<file path="src/rtl/serial_link_pkg.sv">
// serial_link_pkg: word width, FSM encoding and counter-width helper shared by both ends of the serial link
package serial_link_pkg;
    localparam int WIDTH_DEF = 8;
    typedef enum logic {IDLE = 1'b0, SHIFT = 1'b1} state_t;
    function automatic int cnt_w(input int w);
        return (w > 1) ? $clog2(w) : 1;
    endfunction
endpackage

</file>
<file path="src/rtl/piso_serializer.sv">
// piso_serializer: valid/ready-loaded word shifted out LSB first with bit-valid, frame-start and last-bit flags
module piso_serializer
    import serial_link_pkg::*;
#(
    parameter int WIDTH = WIDTH_DEF
) (
    input  logic             clock,
    input  logic             reset_n,
    input  logic [WIDTH-1:0] load_data,
    input  logic             load_inv,
    input  logic             load_valid,
    output logic             load_ready,
    output logic             wyjscie,
    output logic             bit_valid,
    output logic             frame_start,
    output logic             last_bit,
    output logic             busy
);
    localparam int CNT_W = cnt_w(WIDTH);
    localparam logic [CNT_W-1:0] LAST = CNT_W'(WIDTH - 1);
    state_t           state_q, state_d;
    logic [CNT_W-1:0] cnt_q, cnt_d;
    logic [WIDTH-1:0] shreg_q, shreg_d;
    logic             dout_q, dout_d, vld_q, vld_d, fs_q, fs_d, lb_q, lb_d;
    logic             at_last, accept;
    logic [WIDTH-1:0] word;
    assign at_last    = (state_q == SHIFT) && (cnt_q == LAST);
    assign load_ready = reset_n & ((state_q == IDLE) | at_last);
    assign accept     = load_valid & load_ready;
    assign word       = load_inv ? ~load_data : load_data;
    // a load on the last bit takes priority, giving zero-gap back-to-back frames
    always_comb begin
        state_d = state_q;
        cnt_d   = cnt_q;
        shreg_d = shreg_q;
        dout_d  = 1'b0;
        vld_d   = 1'b0;
        fs_d    = 1'b0;
        lb_d    = 1'b0;
        if (accept) begin
            state_d = SHIFT;
            shreg_d = word;
            cnt_d   = '0;
            dout_d  = word[0];
            vld_d   = 1'b1;
            fs_d    = 1'b1;
            lb_d    = (WIDTH == 1);
        end else if (state_q == SHIFT && !at_last) begin
            shreg_d = shreg_q >> 1;
            dout_d  = shreg_q[1];
            cnt_d   = cnt_q + 1'b1;
            vld_d   = 1'b1;
            lb_d    = (cnt_d == LAST);
        end else if (at_last) begin
            state_d = IDLE;
            cnt_d   = '0;
            shreg_d = '0;
        end
    end
    always_ff @(posedge clock) begin
        if (!reset_n) begin
            state_q <= IDLE;
            cnt_q   <= '0;
            shreg_q <= '0;
            dout_q  <= 1'b0;
            vld_q   <= 1'b0;
            fs_q    <= 1'b0;
            lb_q    <= 1'b0;
        end else begin
            state_q <= state_d;
            cnt_q   <= cnt_d;
            shreg_q <= shreg_d;
            dout_q  <= dout_d;
            vld_q   <= vld_d;
            fs_q    <= fs_d;
            lb_q    <= lb_d;
        end
    end
    assign wyjscie     = dout_q;
    assign bit_valid   = vld_q;
    assign frame_start = fs_q;
    assign last_bit    = lb_q;
    assign busy        = (state_q == SHIFT);
endmodule

</file>
<file path="config.mk">
export PLATFORM = sky130hd
export DESIGN_NAME = piso_serializer
export DESIGN_NICKNAME = d
export VERILOG_FILES = /design/src/rtl/serial_link_pkg.sv /design/src/rtl/piso_serializer.sv
export SDC_FILE = /design/constraint.sdc
export NUM_CORES = 1
export LEC_CHECK = 0
export ABC_AREA = 1
export CORE_MARGIN = 2
export CORE_UTILIZATION = 48
export CTS_CLUSTER_SIZE = 25
export DETAILED_ROUTE_END_ITERATION = 16
export GPL_TIMING_DRIVEN = 0
export PLACE_DENSITY = 0.83
export SYNTH_ARGS = -nofsm -noshare
export SYNTH_HDL_FRONTEND = slang
export SYNTH_SLANG_ARGS = --single-unit
</file>
<file path="constraint.sdc">
create_clock -name clock -period 1.7 [get_ports clock]
set_input_delay 0.34 -clock clock [delete_from_list [all_inputs] [get_ports clock]]
set_output_delay 0.34 -clock clock [all_outputs]
set_load 0.005 [all_outputs]
</file>
==> results.json, run 1 <==
{
  "status": "completed",
  "core-area_um2": 1560,
  "yosys-top-cells-count": "37 x nand2_1, 15 x dfxtp_1, 15 x inv_1",
  "synth.distinct_cells": 20,
  "yosys.area.top_type": "dfxtp_1",
  "start_util_pct": 52.5,
  "cts_tree": "yes",
  "finalWorstSetupSlack_ns": 0.0655,
  "clkSlewWorstSetupHoldPaths_ns": 0.09,
  "vias": 805,
  "cell_internal_pwr_w": 0.000545,
  "skew_ns": 0.00248,
  "critPathMaxStageDelay_ns": 0.34,
  "syn_area_um2": 818,
  "setup_viol": 0,
  "swShare_pct": 29.8,
  "pre_cts_ws_ns": -0.390,
  "finalCritPeriodShare_pct": 96.1,
  "synth_flop_cell": "dfxtp_1",
  "final_net_count": 152,
  "cts_root_buf": "clkbuf_4",
  "leakage_nw": 0.526,
  "hold_path_class": "primary input to flip-flop",
  "grt_setup_unrepaired": "false",
  "yosysTopAreaCellShare_pct": 36.7,
  "power.switching_w": 0.000231,
  "synth_seq_cells": 15,
  "gp_congestion": 0.808,
  "p_clk_share_pct": 26.6,
  "insertion_delay_ns": 0.28,
  "synth.net_count": 127,
  "power_density_nw_per_um2": 730,
  "synth_edf_count": 0,
  "fill_cells": 124,
  "ant_nets": 0,
  "antenna_found_initial": 0,
  "drive_gt1_share_pct": 24.3,
  "placed_area_um2": 998,
  "dp_hpwl_um": 1270,
  "startpoint": "cnt_q[0]",
  "min_from": "load_inv",
  "ios": 18,
  "die_area_um2": 2050,
  "cts-buffers-inserted": 3,
  "yosys_warnings": 0,
  "die_x_um": 45.3,
  "via_per_inst": 5.30,
  "async_reset_ff_share_pct": 0,
  "path_delay_family": "flip-flops",
  "worst_pin_slew_ns": 0.315,
  "finalHoldViolCount": 0,
  "crit_path_max_fanout": 2,
  "n_antenna_cell": 0,
  "synthCells": 112,
  "grt_util_all_layers_pct": 21.0,
  "port_buffers": 16,
  "critPathCaptureType": "primary output",
  "cap_violations": 0,
  "core.rowCount": 14,
  "seq_power_share_pct": 50.1,
  "crit_path_cell_trace": "ha_1, ha_2, inv_2, a21oi_4, buf_2",
  "ir_drop_mv": 0.434,
  "critPathKind": "flip-flop to primary output",
  "drt_first_pass_iters": 4,
  "slew_headroom_pct": 78.9,
  "cts.sinks": 15,
  "max_freq_mhz": 612,
  "period_needed_ns": 1.63,
  "stdcell_area_um2": 1060,
  "worstPathArrival_ns": 1.29,
  "synth.area.top_cells": "dfxtp_1 37%, nand2_1 17%, nand3_1 8.6%",
  "start_kind": "flip-flop",
  "critPathBufInv": 2,
  "syn_to_final_growth_pct": 30.0,
  "synth.most_common_cell": "nand2_1",
  "critPathSlowestCell": "dfxtp_2",
  "grt_max_degree": 11,
  "grt_pass1_wl_um": 3100,
  "combPwrFrac_pct": 23.3,
  "die_y_um": 45.3,
  "timing.rr.start": "cnt_q[0]",
  "wl_per_cell_um": 12.4,
  "slew_viol_final": 0,
  "required_ns": 1.36,
  "postSynthAreaPerCell_um2": 7.31,
  "ctsHtreeMaxLevel": 1,
  "postRouteWirelength_um": 1890,
  "fin_tns_setup_ns": 0,
  "clock_path_buffers": 2,
  "grt_pass1_vias": 765,
  "seq_area_frac_synth_pct": 36.7,
  "drc": 0,
  "ctsHoldBuffers": 0,
  "grt_overflow": 0,
  "drt_iter0_drc": 14
}
==> cells by family (layout without fill, tap and decap cells) <==
family                   after synthesis  in the layout  synth area share [%]
AND/OR/NAND/NOR                       62             62                  37.8
buffers and inverters                 22             46                  12.1
flip-flops                            15             15                  36.7
AO/OA/AOI/OAI                          8              8                  6.73
adder cells (fa/ha/maj)                3              3                  4.59
XOR/XNOR                               2              2                  2.14
==> metrics by stage <==
step                total power [W]  utilization, %  hold WS (ns)  cells
finish                     0.000776            68.2         0.481    152
floorplan                  0.000494               -         0.448    112
global placement           0.000559            64.0         0.465    144
detailed placement         0.000564            64.0         0.474    144
global route               0.000814            68.2         0.506    152
CTS                        0.000775            68.2         0.484    152
==> sequential cells by signal, indices dropped and copies added (netlist names) <==
name and flops:
shreg_q 7, busy 1, wyjscie 1, bit_valid 1
last_bit 1, cnt_q 3, frame_start 1
==> worst paths after layout <==
check | slack [ns] | end | cells past startpoint
hold reg to reg | 0.49 | shreg_q[7] | 2
hold / removal | 0.48 | wyjscie | 3
setup / recovery | 0.07 | load_ready | 5
setup reg to reg | 0.14 | shreg_q[6] | 11
==> repair_timing <==
item / in CTS / in global routing
endpoints found under the setup margin: 1 / 0
resized for setup: 9 / 0
setup buffers: 4 / 0
endpoints found under the hold margin: 0 / 0
==> layout by cell type (no fill, tap or decap), drive strengths merged <==
master and instances:
o21ai 3, xor2 1, nand2 39, xnor2 1, clkinv 1, a21oi 5, buf 8, clkdlybuf4s50 15
dfxtp 15, nor2 1, ha 3, inv 19, clkbuf 3, nand3 21, or2 1
==> layout make-up <==
cell class | instances | area (um^2) | share of cell area, %
flip-flops and latches | 15 | 303 | 28.5
clock inverters | 1 | 5.00 | 0.471
inverters | 19 | 71.3 | 6.71
multi-input cells | 75 | 429 | 40.4
well taps | 16 | 20.0 | 1.88
plain buffers | 3 | 27.5 | 2.59
repair buffers | 20 | 185 | 17.4
clock buffers | 3 | 22.5 | 2.12
==> layer usage <==
layer	vias up	wire [um]	global-route usage, %	part of all wire (%)
li1	400	-	-	-
met1	367	833	24.1	44
met2	32	928	36.0	49
met3	6	76	3.60	4.0
met4	0	47	12.4	2.5
met5	-	0	0	0
==> tightest hold or removal path, cell delays in order <==
cell and delay [ns]:
buf_2 0.19, xnor2_1 0.14, o21ai_1 0.06
==> power by group through the flow <==
| stage | logic, W | registers [W] | clock network [W] |
|---|---|---|---|
| floorplan | 0.0000996 | 0.000394 | 0 |
| global placement | 0.000165 | 0.000394 | 0 |
| detailed placement | 0.000169 | 0.000396 | 0 |
| CTS | 0.000179 | 0.000388 | 0.000208 |
| global route | 0.000199 | 0.000391 | 0.000224 |
| finish | 0.000181 | 0.000389 | 0.000207 |
(Power assumes the default switching activity.)
==> inputs of run 2 (changes only) <==
--- a/config.mk
+++ b/config.mk
@@ -7,11 +7,11 @@
 export LEC_CHECK = 0
 export ABC_AREA = 1
 export CORE_MARGIN = 2
-export CORE_UTILIZATION = 48
+export CORE_UTILIZATION = 35
 export CTS_CLUSTER_SIZE = 25
 export DETAILED_ROUTE_END_ITERATION = 16
 export GPL_TIMING_DRIVEN = 0
-export PLACE_DENSITY = 0.83
+export PLACE_DENSITY = 0.66
 export SYNTH_ARGS = -nofsm -noshare
 export SYNTH_HDL_FRONTEND = slang
 export SYNTH_SLANG_ARGS = --single-unit
==> results.json, run 2 (synthesized netlist as in run 1, its figures left out) <==
{
  "ctsHoldBuffers": 0,
  "finish.utilization_pct": 48.4,
  "critPathBufInv": 1,
  "path_delay_family": "buffers and inverters",
  "final_net_count": 151,
  "vias": 744,
  "clock_path_buffers": 2,
  "period_needed_ns": 1.62,
  "grt_pass1_wl_um": 2840,
  "cts-buffers-inserted": 3,
  "n_antenna_cell": 0,
  "grt_overflow": 0,
  "ios": 18,
  "critPathCaptureType": "primary output",
  "min_path_cells": 3,
  "grt_setup_unrepaired": "false",
  "largest_reg_flops": 7,
  "antenna_found_initial": 0,
  "drt_first_pass_iters": 4,
  "start_util_pct": 37.0,
  "finalWorstSetupSlack_ns": 0.0791,
  "ctsHtreeMaxLevel": 1,
  "cap_violations": 0,
  "regMostFlops": "shreg_q",
  "cts_root_buf": "clkbuf_4",
  "ant_nets": 0,
  "cts_tree": "yes",
  "critPathKind": "flip-flop to primary output",
  "gp_congestion": 0.763,
  "crit_path_max_fanout": 4,
  "port_buffers": 16,
  "insertion_delay_ns": 0.28,
  "wl_met2_um": 846,
  "finalCritPeriodShare_pct": 95.3,
  "cts.sinks": 15,
  "dp_hpwl_um": 1290,
  "ir_drop_mv": 0.287,
  "final_common_cell": "nand2_1",
  "pre_cts_ws_ns": -0.362,
  "drive_gt1_share_pct": 23.0,
  "grt_util_all_layers_pct": 14.5,
  "drt_iter0_drc": 11,
  "setup_viol": 0,
  "clkSlewWorstSetupHoldPaths_ns": 0.09,
  "status": "completed",
  "final_cell_mix": "37 x nand2_1, 15 x clkdlybuf4s50_1, 14 x inv_1, 14 x nand3_1, 13 x dfxtp_1",
  "r2r_cells": 10,
  "slew_viol_final": 0,
  "core.rowCount": 17,
  "die_x_um": 52.4,
  "grt_max_degree": 11,
  "leakage_nw": 0.518,
  "met1_length_um": 727,
  "hold_path_class": "primary input to flip-flop",
  "worst_pin_slew_ns": 0.301,
  "slew_headroom_pct": 79.9,
  "via_per_inst": 4.56,
  "wl_per_cell_um": 10.4,
  "drc": 0,
  "hold-worst-slack_ns": 0.491,
  "path_depth": 1,
  "skew_ns": 0.00204,
  "syn_to_final_growth_pct": 30.7,
  "core-area_um2": 2210,
  "die_area_um2": 2740,
  "crit_path_cell_trace": "clkdlybuf4s50_1",
  "critPathSlowestCell": "clkdlybuf4s50_1",
  "die_y_um": 52.4,
  "finalHoldViolCount": 0,
  "start_kind": "flip-flop",
  "max_freq_mhz": 617,
  "reg.largest.list": "shreg_q (7), cnt_q (3)",
  "wl_met3_um": 78,
  "grt_pass1_vias": 693,
  "critPathMaxStageDelay_ns": 0.55,
  "power_density_nw_per_um2": 720,
  "postRouteWirelength_um": 1700,
  "required_ns": 1.36,
  "top_layer_used": "met4",
  "worstPathArrival_ns": 1.28
}
run 2: changes by cell type in the layout (fill, tap and decap cells not counted):
cell,change
clkinv_2,-1
clkbuf_1,+1
buf_4,-1
run 2: where the power goes:
| group | leakage [nW] | internal, W | switching, W |
|---|---|---|---|
| combinational | 0.380 | 0.0000846 | 0.0000916 |
| sequential | 0.123 | 0.000373 | 0.0000142 |
| clock | 0.0150 | 0.0000911 | 0.000115 |
run 2: path summary, 6_finish.rpt:
check	start	endpoint	slack, ns
worst max-delay path	busy	busy	0.08
worst min-delay path	load_inv	wyjscie	0.49
worst max register to register	cnt_q[0]	shreg_q[6]	0.30
worst min register to register	cnt_q[2]	cnt_q[2]	0.50
run 2: metrics by stage:
stage	setup TNS (ns)	instances	total power, W	cell area, um^2
6_report	0	163	0.000770	1070
5_1_grt	0	163	0.000811	1070
4_1_cts	0	163	0.000777	1070
3_5_place_dp	-0.362	156	0.000566	1010
3_3_place_gp	-0.363	156	0.000560	1010
2_1_floorplan	0	112	0.000494	818
run 2: metal layers:
metal	vias to the layer above	GRT usage, %
li1	396	-
met4	0	10.3
met2	23	25.4
met3	4	1.71
met5	-	0
met1	321	15.9
run 2: what timing repair did:
item | in CTS | in global routing
endpoints found under the setup margin | 1 | 1
pin swaps | 1 | 1
gates resized for setup | 9 | 0
setup buffers | 3 | 0
run 2: area by class of cell:
cell class	count	area, um^2
tap	28	35.0
timing repair buffer	19	178
buffer	3	27.5
clock buffer	4	26.3
sequential	15	303
fill	242	1140
inverter	19	71.3
multi-input combinational	75	429
